## config.mk

```make
export PLATFORM = sky130hd
export DESIGN_NAME = img_process
export DESIGN_NICKNAME = d
export VERILOG_FILES = /design/src/rtl/img_process_pkg.sv /design/src/rtl/img_line_buf.sv /design/src/rtl/img_process.sv
export SDC_FILE = /design/constraint.sdc
export NUM_CORES = 1
export LEC_CHECK = 0
export CAP_MARGIN = 20
export CORE_MARGIN = 8
export CORE_UTILIZATION = 61
export CTS_BUF_LIST = sky130_fd_sc_hd__clkbuf_4 sky130_fd_sc_hd__clkbuf_8
export DETAILED_ROUTE_END_ITERATION = 16
export PLACE_DENSITY_LB_ADDON = 0.05
export SYNTH_ARGS = -nofsm -noshare
export SYNTH_HDL_FRONTEND = slang
export SYNTH_SLANG_ARGS = --single-unit
export TNS_END_PERCENT = 10
```

## constraint.sdc

```tcl
create_clock -name clk -period 8.6 [get_ports clk]
set_clock_uncertainty 0.15 [all_clocks]
set_input_delay 0.86 -clock clk [delete_from_list [all_inputs] [get_ports clk]]
set_output_delay 0.86 -clock clk [all_outputs]
set_load 0.02 [all_outputs]
```

## src/rtl/img_process_pkg.sv

```systemverilog
`default_nettype none
// ============================================================================
// Module      : img_process_pkg
// Description : Shared constants, types and pixel helpers for the img_process
//               streaming edge filter (luminance, window, gradients).
// Revision    : 1.0 - initial release
// ============================================================================
package img_process_pkg;

    localparam int c_img_w_default  = 1280;
    localparam int c_img_h_default  = 720;
    localparam int c_thresh_default = 60;

    localparam int c_wr = 77;
    localparam int c_wg = 150;
    localparam int c_wb = 29;

    localparam int c_pix_w   = 16;
    localparam int c_gray_w  = 8;
    localparam int c_grad_w  = 11;
    localparam int c_latency = 4;

    typedef logic        [c_pix_w-1:0]  pix_t;
    typedef logic        [c_gray_w-1:0] gray_t;
    typedef logic signed [c_grad_w-1:0] grad_t;
    typedef logic        [c_grad_w-1:0] mag_t;

    // 3x3 window, p<row><col>; p22 is the newest (bottom-right) pixel
    typedef struct packed {
        gray_t p00, p01, p02;
        gray_t p10, p11, p12;
        gray_t p20, p21, p22;
    } window_t;

    // Weighted luminance; weights sum to 256 so the 16-bit accumulator never overflows
    function automatic gray_t rgb565_to_gray(input pix_t px);
        logic [7:0]  r8, g8, b8;
        logic [15:0] acc;
        r8  = {px[15:11], px[15:13]};
        g8  = {px[10:5],  px[10:9]};
        b8  = {px[4:0],   px[4:2]};
        acc = 16'(c_wr) * {8'd0, r8} + 16'(c_wg) * {8'd0, g8} + 16'(c_wb) * {8'd0, b8};
        return acc[15:8];
    endfunction

    function automatic pix_t gray_to_rgb565(input gray_t g);
        return {g[7:3], g[7:2], g[7:3]};
    endfunction

    // One Sobel column/row term a + 2b + c (max 1020, fits 11 bits)
    function automatic mag_t tap_sum(input gray_t a, input gray_t b, input gray_t c);
        return mag_t'(a) + {2'b00, b, 1'b0} + mag_t'(c);
    endfunction

    function automatic mag_t abs_grad(input grad_t g);
        return g[c_grad_w-1] ? mag_t'(-g) : mag_t'(g);
    endfunction

endpackage
`default_nettype wire

```

## src/rtl/img_line_buf.sv

```systemverilog
`default_nettype none
// ============================================================================
// Module      : img_line_buf
// Description : Two column-addressed line buffers feeding a 3x3 luminance
//               window, plus the frame position counters and border flag.
// Revision    : 1.0 - initial release
// ============================================================================
module img_line_buf
    import img_process_pkg::*;
#(
    parameter int IMG_W = c_img_w_default,
    parameter int IMG_H = c_img_h_default
) (
    input  logic    clk,
    input  logic    rst,
    input  logic    i_vld,
    input  gray_t   i_gray,
    input  logic    i_sop,
    input  logic    i_eop,
    output window_t o_win,
    output logic    o_vld,
    output logic    o_sop,
    output logic    o_eop,
    output logic    o_inner
);

    localparam int c_col_w = (IMG_W > 1) ? $clog2(IMG_W) : 1;
    localparam int c_row_w = (IMG_H > 1) ? $clog2(IMG_H) : 1;

    logic [c_col_w-1:0] r_col;
    logic [c_row_w-1:0] r_row;
    logic [c_col_w-1:0] w_col;
    logic [c_row_w-1:0] w_row;
    gray_t              r_lb1 [IMG_W];
    gray_t              r_lb2 [IMG_W];
    gray_t              w_tap1;
    gray_t              w_tap2;

    // Position of the incoming pixel (sop restarts at the origin) and its line-buffer taps
    always_comb begin
        w_col  = i_sop ? '0 : r_col;
        w_row  = i_sop ? '0 : r_row;
        w_tap1 = r_lb1[w_col];
        w_tap2 = r_lb2[w_col];
    end

    // Line buffers: read-before-write, lb2 takes what lb1 held one line ago
    always_ff @(posedge clk) begin
        if (i_vld) begin
            r_lb1[w_col] <= i_gray;
            r_lb2[w_col] <= w_tap1;
        end
    end

    // Position counters, window shift and border flag advance only on valid pixels
    always_ff @(posedge clk or posedge rst) begin
        if (rst) begin
            r_col   <= '0;
            r_row   <= '0;
            o_win   <= '0;
            o_vld   <= 1'b0;
            o_sop   <= 1'b0;
            o_eop   <= 1'b0;
            o_inner <= 1'b0;
        end else begin
            o_vld <= i_vld;
            o_sop <= i_vld & i_sop;
            o_eop <= i_vld & i_eop;
            if (i_vld) begin
                if (w_col == c_col_w'(IMG_W - 1)) begin
                    r_col <= '0;
                    r_row <= (w_row == c_row_w'(IMG_H - 1)) ? '0 : w_row + 1'b1;
                end else begin
                    r_col <= w_col + 1'b1;
                    r_row <= w_row;
                end
                o_win.p00 <= o_win.p01;
                o_win.p01 <= o_win.p02;
                o_win.p02 <= w_tap2;
                o_win.p10 <= o_win.p11;
                o_win.p11 <= o_win.p12;
                o_win.p12 <= w_tap1;
                o_win.p20 <= o_win.p21;
                o_win.p21 <= o_win.p22;
                o_win.p22 <= i_gray;
                o_inner   <= (w_row >= c_row_w'(2)) && (w_col >= c_col_w'(2));
            end
        end
    end

endmodule
`default_nettype wire

```

## src/rtl/img_process.sv

```systemverilog
`default_nettype none
// ============================================================================
// Module      : img_process
// Description : RGB565 -> luminance -> 3x3 Sobel -> binarized RGB565 stream
//               filter, 4-cycle fixed latency, sop/eop preserved.
//               IMP_SOBEL_EN defined  : edge output (white = edge).
//               IMP_SOBEL_EN undefined: gray re-packed as RGB565.
// Revision    : 1.0 - initial release
// ============================================================================
module img_process
    import img_process_pkg::*;
#(
    parameter int IMG_W  = c_img_w_default,
    parameter int IMG_H  = c_img_h_default,
    parameter int THRESH = c_thresh_default
) (
    input  logic        clk,
    input  logic        rst,
    input  logic [15:0] din,
    input  logic        din_vld,
    input  logic        din_sop,
    input  logic        din_eop,
    output logic [15:0] dout,
    output logic        dout_vld,
    output logic        dout_sop,
    output logic        dout_eop
);

    pix_t  r_s0_pix;
    logic  r_s0_vld, r_s0_sop, r_s0_eop;
    gray_t r_s1_gray;
    logic  r_s1_vld, r_s1_sop, r_s1_eop;

    // Capture the input pixel and its qualified framing flags
    always_ff @(posedge clk or posedge rst) begin
        if (rst) begin
            r_s0_pix <= '0;
            r_s0_vld <= 1'b0;
            r_s0_sop <= 1'b0;
            r_s0_eop <= 1'b0;
        end else begin
            r_s0_vld <= din_vld;
            r_s0_sop <= din_vld & din_sop;
            r_s0_eop <= din_vld & din_eop;
            if (din_vld) r_s0_pix <= din;
        end
    end

    // Luminance conversion
    always_ff @(posedge clk or posedge rst) begin
        if (rst) begin
            r_s1_gray <= '0;
            r_s1_vld  <= 1'b0;
            r_s1_sop  <= 1'b0;
            r_s1_eop  <= 1'b0;
        end else begin
            r_s1_vld <= r_s0_vld;
            r_s1_sop <= r_s0_sop;
            r_s1_eop <= r_s0_eop;
            if (r_s0_vld) r_s1_gray <= rgb565_to_gray(r_s0_pix);
        end
    end

`ifdef IMP_SOBEL_EN
    window_t w_win;
    logic    w_win_vld, w_win_sop, w_win_eop, w_win_inner;
    grad_t   r_gx, r_gy;
    logic    r_s3_vld, r_s3_sop, r_s3_eop, r_s3_inner;
    mag_t    w_mag;

    img_line_buf #(
        .IMG_W (IMG_W),
        .IMG_H (IMG_H)
    ) u_line_buf (
        .clk     (clk),
        .rst     (rst),
        .i_vld   (r_s1_vld),
        .i_gray  (r_s1_gray),
        .i_sop   (r_s1_sop),
        .i_eop   (r_s1_eop),
        .o_win   (w_win),
        .o_vld   (w_win_vld),
        .o_sop   (w_win_sop),
        .o_eop   (w_win_eop),
        .o_inner (w_win_inner)
    );

    // Sobel gradients: right minus left column, bottom minus top row
    always_ff @(posedge clk or posedge rst) begin
        if (rst) begin
            r_gx       <= '0;
            r_gy       <= '0;
            r_s3_vld   <= 1'b0;
            r_s3_sop   <= 1'b0;
            r_s3_eop   <= 1'b0;
            r_s3_inner <= 1'b0;
        end else begin
            r_s3_vld <= w_win_vld;
            r_s3_sop <= w_win_sop;
            r_s3_eop <= w_win_eop;
            if (w_win_vld) begin
                r_gx <= grad_t'(tap_sum(w_win.p02, w_win.p12, w_win.p22)
                              - tap_sum(w_win.p00, w_win.p10, w_win.p20));
                r_gy <= grad_t'(tap_sum(w_win.p20, w_win.p21, w_win.p22)
                              - tap_sum(w_win.p00, w_win.p01, w_win.p02));
                r_s3_inner <= w_win_inner;
            end
        end
    end

    // Gradient magnitude approximation |Gx|+|Gy|, at most 2040
    always_comb begin
        w_mag = abs_grad(r_gx) + abs_grad(r_gy);
    end

    // Threshold and border mask into the binarized output pixel
    always_ff @(posedge clk or posedge rst) begin
        if (rst) begin
            dout     <= '0;
            dout_vld <= 1'b0;
            dout_sop <= 1'b0;
            dout_eop <= 1'b0;
        end else begin
            dout_vld <= r_s3_vld;
            dout_sop <= r_s3_sop;
            dout_eop <= r_s3_eop;
            if (r_s3_vld) dout <= (r_s3_inner && (w_mag >= mag_t'(THRESH))) ? 16'hFFFF : 16'h0000;
        end
    end
`else
    gray_t r_s2_gray, r_s3_gray;
    logic  r_s2_vld, r_s2_sop, r_s2_eop;
    logic  r_s3_vld, r_s3_sop, r_s3_eop;

    // Delay line standing in for the window and gradient stages so latency stays 4
    always_ff @(posedge clk or posedge rst) begin
        if (rst) begin
            r_s2_gray <= '0;
            r_s3_gray <= '0;
            r_s2_vld  <= 1'b0;
            r_s2_sop  <= 1'b0;
            r_s2_eop  <= 1'b0;
            r_s3_vld  <= 1'b0;
            r_s3_sop  <= 1'b0;
            r_s3_eop  <= 1'b0;
        end else begin
            r_s2_vld <= r_s1_vld;
            r_s2_sop <= r_s1_sop;
            r_s2_eop <= r_s1_eop;
            r_s3_vld <= r_s2_vld;
            r_s3_sop <= r_s2_sop;
            r_s3_eop <= r_s2_eop;
            if (r_s1_vld) r_s2_gray <= r_s1_gray;
            if (r_s2_vld) r_s3_gray <= r_s2_gray;
        end
    end

    // Re-pack luminance as a gray RGB565 pixel
    always_ff @(posedge clk or posedge rst) begin
        if (rst) begin
            dout     <= '0;
            dout_vld <= 1'b0;
            dout_sop <= 1'b0;
            dout_eop <= 1'b0;
        end else begin
            dout_vld <= r_s3_vld;
            dout_sop <= r_s3_sop;
            dout_eop <= r_s3_eop;
            if (r_s3_vld) dout <= gray_to_rgb565(r_s3_gray);
        end
    end
`endif

endmodule
`default_nettype wire

```

==> results of run 1 <==
[state kept, by name, summed over array words and instances, names as in the netlist, 6 cells and up]
| signal | cells |
|---|---|
| dout | 6 |
| r_s0_pix | 16 |
| r_s1_gray | 6 |
| r_s2_gray | 6 |
| r_s3_gray | 6 |
[per-layer routing]
metal  wire (microns)  global-route usage (%)  up-vias
li1                 -                       -     1482
met1             4290                    24.1     1530
met2             4660                    31.1       30
met3              256                    2.78        6
met4               65                    3.62        0
met5                0                       0        -
[kinds of logic (layout without fill, tap and decap cells)]
logic type,Yosys count,after routing,synth area share [%]
buf+inv,107,139,8.98
flops,55,55,27.5
simple gates,40,40,4.10
mux,35,35,7.86
compound gates,47,47,6.56
xor+xnor,13,13,2.58
fa+ha+maj,137,137,42.4
[worst max-delay path by stage]
stage                     depth (start not counted)  slack (ns)      endpoint        start
after global placement                           21        2.15  r_s1_gray[6]  r_s0_pix[9]
final                                            21        1.96  r_s1_gray[4]  r_s0_pix[9]
after detailed placement                         21        1.99  r_s1_gray[4]  r_s0_pix[9]
after floorplan                                  21        2.34  r_s1_gray[6]  r_s0_pix[9]
after CTS                                        21        1.95  r_s1_gray[4]  r_s0_pix[9]
after global routing                             23        1.55  r_s1_gray[6]  r_s0_pix[9]
[cells in the mapped netlist (2+ instances only)]
library cell,instances,area share [%]
ha_1,83,21
dfrtp_1,55,28
o21ai_0,7,0.70
mux2_2,34,7.7
nand4_1,2,0.25
xor2_1,5,0.88
xnor2_1,7,1.2
nand3_1,6,0.60
a211oi_1,2,0.30
inv_1,91,6.8
and3_1,2,0.25
fa_1,54,22
or3_1,3,0.38
nand2_1,10,0.75
and2_1,2,0.25
a21o_1,5,0.75
a21oi_1,14,1.4
clkbuf_1,5,0.38
o211ai_1,3,0.45
buf_4,10,1.5
nand2b_1,3,0.38
nor2_1,6,0.45
o221ai_1,2,0.35
or4_1,2,0.30
o21bai_1,3,0.45
[metrics by stage]
stage	utilization (%)	setup slack (ns)	cells	area, sq um
after floorplan	-	2.34	434	5000
after global placement	67.0	2.15	563	5420
after detailed placement	67.0	1.99	563	5420
after CTS	68.4	1.95	571	5540
after global routing	68.4	1.55	571	5540
final	68.4	1.96	571	5540
[area by class of cell]
class | instances | area (sq um) | share of cell area [%]
Multi-Input combinational cell | 272 | 3170 | 57.3
Sequential cell | 55 | 1380 | 24.9
Timing Repair Buffer | 40 | 398 | 7.19
Inverter | 91 | 342 | 6.17
Tap cell | 105 | 131 | 2.37
Clock buffer | 5 | 68.8 | 1.24
Clock inverter | 3 | 46.3 | 0.836
[worst reg2reg max path, cell delays in order, from the launching register on]
cell     delay, ns
dfrtp_1       0.55
ha_1          0.30
ha_1          0.28
inv_1         0.06
fa_1          0.52
inv_1         0.05
fa_1          0.45
ha_1          0.35
xnor2_1       0.22
fa_1          0.46
fa_1          0.51
inv_1         0.05
fa_1          0.46
fa_1          0.54
inv_1         0.04
ha_1          0.31
and3_1        0.19
and3_1        0.20
a32oi_2       0.31
and2b_1       0.20
xnor2_1       0.07
mux2_2        0.26
==> results.toml, run 1 <==
[final_layout]
final_nets = 623
drive_gt1_share_pct = 10.3
final_common_cell = "inv_1"
fill_cells = 639
synthToLayoutAreaGrowth_pct = 10.7
n_antenna_cell = 0
final_cell_mix = "inv_1, ha_1, dfrtp_1"

[critical_path]
crit_buf_inv = 4
worst-setup-path-type = "flop to flop"
r2r_setup_slack_ns = 1.96
cpPeakStageDelay_ns = 0.55
r2r_end = "r_s1_gray[4]"
start_kind = "flop"
rr_worst_depth = 21
r2r-start = "r_s0_pix[9]"
worstPathCellList = "ha_1 > ha_1 > inv_1 > fa_1 > inv_1 > fa_1 > ha_1 > xnor2_1 > fa_1 > fa_1 > inv_1 > fa_1 > fa_1 > inv_1 > ha_1 > and3_1 > and3_1 > a32oi_2 > and2b_1 > xnor2_1 > mux2_2"
slowest_stage = "dfrtp_1"
path_common_cell = "fa_1"
crit_family = "adder cells"
end_kind = "flop"
critPathMaxFanout = 8
cp.required_ns = 8.67
crit_arrival_ns = 6.71

[logic_synthesis]
synth_seq_cells = 55
syn_avg_cell_area_sq_um = 11.5
synth-edff-count = 0
synth_cells = 434
yosysWarnings = 0
ys_seq_area_share_pct = 27.5
syn_nets = 592
async_reset_ff_share_pct = 100
synthesis.area_sq_um = 5000
synth.distinct_cells = 43
synth_flop_cell = "dfrtp_1"

[clock_tree]
cts_root_buf = "clkbuf_8"
cts_tree = "yes"
clk_pin_slew_ns = 0.12
numCtsBuffers = 5
cts-resized-gates = 0
clock_latency_ns = 0.33
cts_sinks = 55
htreeDepth = 2
postCtsSetupBuffers = 0
cts_buffer_depth = 2
hold_buffers = 0

[drt]
vias = 3048
antenna_left = 0
dr.pass1.iters = 4
vias_per_cell = 5.34
routed_wl_microns = 9270
first_iter_violations = 116
wl_per_cell_microns = 16.2
drc = 0

[place]
place_congestion = 0.868
port-buffer-count = 39
dpl.hpwl_microns = 7620

[hold_path]
hold_path_class = "flop to flop"
hold_path_depth = 0
whs_endpoint = "r_s1_sop"
hold_start = "r_s0_sop"

[outcome]
status = "complete, no violations"

[global_route]
track_usage_pct = 18.2
grt_pass1_vias = 3371
antenna_found_initial = 0
grt_overflow = 0
grt_max_degree = 56
grt_pass1_wl_microns = 16600

[timing]
max_slew_margin_pct = 30.4
fin_crit_sh_pct = 77.2
setup-violations-final = 0
tightest_slew_ns = 1.04
min_period_ns = 6.64
finalHoldViolCount = 0
whs_ns = 0.215
rsz0062_at_grt = "false"
timing.fmax_mhz = 151
slew_violations = 0
setup_tns_ns = 0

[floorplanning]
coreArea_sq_um = 8090
io_pins = 40
rows = 33
die_x_microns = 107
die_h_microns = 107
floorplan.initialDensity_pct = 61.8
dieArea_sq_um = 11300

[job]
drv_cap = 0
Power of run 1 is left out: the tool's default activity adds up to more than one toggle a clock period on the data nets, which glitch-free logic cannot reach.
==> run 2, diff against run 1 <==
==> constraint.sdc (replaced) <==
create_clock -name clk -period 6.6 [get_ports clk]
set_clock_uncertainty 0.15 [all_clocks]
set_input_delay 0.66 -clock clk [delete_from_list [all_inputs] [get_ports clk]]
set_output_delay 0.66 -clock clk [all_outputs]
set_load 0.02 [all_outputs]
==> run 2 against run 1 <==
  * Fmax up 3.9%
  * Highest routed layer unchanged
  * Critical path type unchanged
  * Register-to-register slack worse by 1.7 ns
  * Die area unchanged
  * Cell count up 1.6%
  * Sequential share of layout area down 0.71 points
  * First-iteration DRC count down 22%
  * Flip-flop and latch count unchanged
  * Final area up 3.1%
  * Count of clock-buffer cells in the layout up 1
  * Via count up 2.6%
  * Critical path depth unchanged
==> results.toml, run 2 (synthesis results as in run 1) <==
[floorplanning]
floorplan.initialDensity_pct = 61.8
io_pins = 40
dieArea_sq_um = 11300
die_h_microns = 107
rows = 33
die_x_microns = 107
coreArea_sq_um = 8090

[outcome]
status = "complete, no violations"

[critical_path]
worst-setup-path-type = "flop to flop"
critPathMaxFanout = 4
start_kind = "flop"
end_kind = "flop"
crit_arrival_ns = 6.45
cp.required_ns = 6.67
rr_worst_depth = 21

[drt]
drc = 0
vias = 3128
vias_per_cell = 5.39
antenna_left = 0
dr.pass1.iters = 4
first_iter_violations = 90
routed_wl_microns = 9480
wl_per_cell_microns = 16.3

[timing]
fin_crit_sh_pct = 96.8
min_period_ns = 6.39
finalHoldViolCount = 0
tightest_slew_ns = 0.695
setup-violations-final = 0
setup_tns_ns = 0
slew_violations = 0
whs_ns = 0.182
timing.fmax_mhz = 157
max_slew_margin_pct = 53.7

[clock_tree]
clock_latency_ns = 0.32
clk_pin_slew_ns = 0.12
cts_buffer_depth = 2
htreeDepth = 2
cts_root_buf = "clkbuf_8"
numCtsBuffers = 5
cts_tree = "yes"
cts_sinks = 55

[final_layout]
final_cell_mix = "inv_1, ha_1, fa_1"
final_common_cell = "inv_1"
largest_register_ffs = 16
fill_cells = 616
drive_gt1_share_pct = 15.4
synthToLayoutAreaGrowth_pct = 14.2
fin_area_sq_um = 5710
regMostFlops = "r_s0_pix"
n_antenna_cell = 0
fin_util_pct = 70.6
final_nets = 632

[global_route]
grt_pass1_wl_microns = 16400
grt_overflow = 0
track_usage_pct = 17.9
grt_max_degree = 56
grt_pass1_vias = 3412
antenna_found_initial = 0

[hold_path]
hold_path_depth = 0
hold_path_class = "flop to flop"

[place]
dpl.hpwl_microns = 7610
port-buffer-count = 39
place_congestion = 0.830
place_area_sq_um = 5450

[job]
drv_cap = 0
==> run 2: worst paths after layout <==
kind / slack (ns) / end / start
min in group asynchronous: 0.69 / dout_vld / rst
setup / recovery: 0.21 / r_s1_gray[5] / r_s0_pix[7]
hold / removal: 0.18 / dout_eop / r_s3_eop
hold reg to reg: 0.18 / dout_eop / r_s3_eop
setup reg to reg: 0.21 / r_s1_gray[5] / r_s0_pix[7]
max in group asynchronous: 5.10 / r_s0_pix[7] / rst
==> run 2: metrics by stage <==
| stage | worst slack [ns] | std cells |
|---|---|---|
| 2_1_floorplan | 0.338 | 434 |
| 5_1_grt | -0.00716 | 580 |
| 3_5_place_dp | 0.0380 | 567 |
| 4_1_cts | 0.0251 | 575 |
| 3_3_place_gp | 0.184 | 567 |
| 6_report | 0.212 | 580 |
==> run 2: metal layers <==
layer	wire, microns	part of all wire [%]	GRT usage [%]	vias up
met5	0	0	0	-
met4	63	0.66	3.12	0
met3	258	2.7	3.02	6
met2	4860	51	31.2	34
met1	4300	45	23.2	1586
li1	-	-	-	1502
==> run 2: layout make-up <==
| class | count | area (sq um) | area share [%] |
|---|---|---|---|
| Clock buffer | 6 | 82.6 | 1.45 |
| Clock inverter | 2 | 16.3 | 0.285 |
| Inverter | 91 | 342 | 5.98 |
| Multi-Input combinational cell | 272 | 3290 | 57.6 |
| Sequential cell | 55 | 1380 | 24.1 |
| Tap cell | 105 | 131 | 2.30 |
| Timing Repair Buffer | 49 | 473 | 8.28 |
==> run 2: critical path, cell delays in order, from the launching register on <==
cell	delay, ns
dfrtp_2	0.44
ha_1	0.30
ha_1	0.27
inv_1	0.05
fa_1	0.53
inv_1	0.05
fa_1	0.49
ha_4	0.32
xnor2_2	0.11
fa_1	0.46
fa_1	0.51
inv_1	0.05
fa_1	0.48
fa_1	0.55
inv_1	0.07
ha_4	0.25
and3_4	0.16
and3_1	0.18
a32oi_2	0.30
o21bai_1	0.16
xnor2_1	0.15
mux2_2	0.26
==> run 2: what timing repair did <==
item                       CTS  global route
setup buffers                0             4
hold buffers                 0             0
setup endpoints to repair    0             5
gates resized for setup      0            19
Power of run 2 is left out for the same reason.
==> run 3, diff against run 2 <==
--- a/config.mk
+++ b/config.mk
@@ -10,6 +10,7 @@
 export CORE_UTILIZATION = 61
 export CTS_BUF_LIST = sky130_fd_sc_hd__clkbuf_4 sky130_fd_sc_hd__clkbuf_8
 export DETAILED_ROUTE_END_ITERATION = 16
+export MAX_ROUTING_LAYER = met4
 export PLACE_DENSITY_LB_ADDON = 0.05
 export SYNTH_ARGS = -nofsm -noshare
 export SYNTH_HDL_FRONTEND = slang
==> run 3 against run 2 <==
  * Non-clock buffer count unchanged
  * Global-route usage is 0.54 points higher
  * Critical path type unchanged
  * Cell count stayed put
  * Critical endpoint unchanged
  * Sequential share of layout area did not move
  * Wire length barely moved
  * Critical path depth unchanged
  * Hold slack stayed put
  * Final area did not move
==> results.toml, run 3 (synthesis results as in run 1) <==
[drt]
drc = 0
antenna_left = 0
vias_per_cell = 5.39
vias = 3128
first_iter_violations = 81
routed_wl_microns = 9480
wl_per_cell_microns = 16.3
dr.pass1.iters = 4

[place]
place_congestion = 0.842
dpl.hpwl_microns = 7610
port-buffer-count = 39
place_area_sq_um = 5450
dpl_worst_slack_ns = 0.0380
dp_cells = 567

[floorplanning]
die_x_microns = 107
die_h_microns = 107
coreArea_sq_um = 8090
dieArea_sq_um = 11300
io_pins = 40
floorplan.initialDensity_pct = 61.8
rows = 33

[timing]
fin_crit_sh_pct = 96.8
slew_violations = 0
setup-violations-final = 0
max_slew_margin_pct = 53.7
setup_ws_ns = 0.212
finalHoldViolCount = 0
timing.fmax_mhz = 157
min_period_ns = 6.39
tightest_slew_ns = 0.695

[critical_path]
crit_buf_inv = 4
end_kind = "flop"
crit_family = "adder cells"
path_common_cell = "fa_1"
slowest_stage = "fa_1"
worst-setup-path-type = "flop to flop"
worstPathCellList = "ha_1 > ha_1 > inv_1 > fa_1 > inv_1 > fa_1 > ha_4 > xnor2_2 > fa_1 > fa_1 > inv_1 > fa_1 > fa_1 > inv_1 > ha_4 > and3_4 > and3_1 > a32oi_2 > o21bai_1 > xnor2_1 > mux2_2"
start_kind = "flop"
cpPeakStageDelay_ns = 0.55
cp.required_ns = 6.67
critPathMaxFanout = 4
crit_arrival_ns = 6.45

[final_layout]
n_antenna_cell = 0
final_common_cell = "inv_1"
final_cell_mix = "inv_1, ha_1, fa_1"
fin_area_sq_um = 5710
drive_gt1_share_pct = 15.4
synthToLayoutAreaGrowth_pct = 14.2
stdcell_count = 580
largest_register_ffs = 16
final_nets = 632
fill_cells = 616
regMostFlops = "r_s0_pix"

[global_route]
gr-usage-met3_pct = 3.02
track_usage_pct = 18.5
grt_pass1_vias = 3412
antenna_found_initial = 0
grt_overflow = 0
grt_max_degree = 56
globalRouteMet2Util_pct = 31.2
grt_util_met1_pct = 23.2
grt_pass1_wl_microns = 16400
grt.busiest_layer = "met2"

[job]
drv_cap = 0

[clock_tree]
numCtsBuffers = 5
clk_pin_slew_ns = 0.12
cts_sinks = 55
clock_latency_ns = 0.32
cts_tree = "yes"
cts_root_buf = "clkbuf_8"
htreeDepth = 2
cts_buffer_depth = 2

[outcome]
status = "complete, no violations"

[hold_path]
hold_path_class = "flop to flop"
-- run 3: final timing paths --
path	slack, ns	from	cells after the start	to
worst min-delay path	0.18	r_s3_eop	0	dout_eop
worst min register to register	0.18	r_s3_eop	0	dout_eop
worst max-delay path	0.21	r_s0_pix[7]	21	r_s1_gray[5]
min in group asynchronous	0.69	rst	3	dout_vld
max in group asynchronous	5.10	rst	3	r_s0_pix[7]
worst max register to register	0.21	r_s0_pix[7]	21	r_s1_gray[5]
-- run 3: area by class of cell --
| type | instances | area [sq um] | share of cell area, % |
|---|---|---|---|
| multi-input cells | 272 | 3290 | 57.6 |
| flip-flops and latches | 55 | 1380 | 24.1 |
| repair buffers | 49 | 473 | 8.28 |
| inverters | 91 | 342 | 5.98 |
| well taps | 105 | 131 | 2.30 |
| clock buffers | 6 | 82.6 | 1.45 |
| clock inverters | 2 | 16.3 | 0.285 |
-- run 3: per-stage QoR --
stage	setup TNS, ns	util, %	hold slack (ns)
3_3_place_gp	0	67.4	0.184
5_1_grt	-0.0113	70.6	0.198
6_report	0	70.6	0.182
3_5_place_dp	0	67.4	0.187
4_1_cts	0	68.6	0.183
2_1_floorplan	0	-	0.181
-- run 3: layer usage --
layer | part of all wire, % | wire length [microns]
met4 | 0.68 | 64
met3 | 2.7 | 257
met5 | 0 | 0
met1 | 45 | 4300
met2 | 51 | 4860
-- run 3: what timing repair did --
| item | CTS | global route |
|---|---|---|
| gates resized for setup | 0 | 19 |
| buffers inserted | 0 | 4 |
| hold buffers | 0 | 0 |
| setup endpoints to repair | 0 | 5 |
Power of run 3 is left out for the same reason.
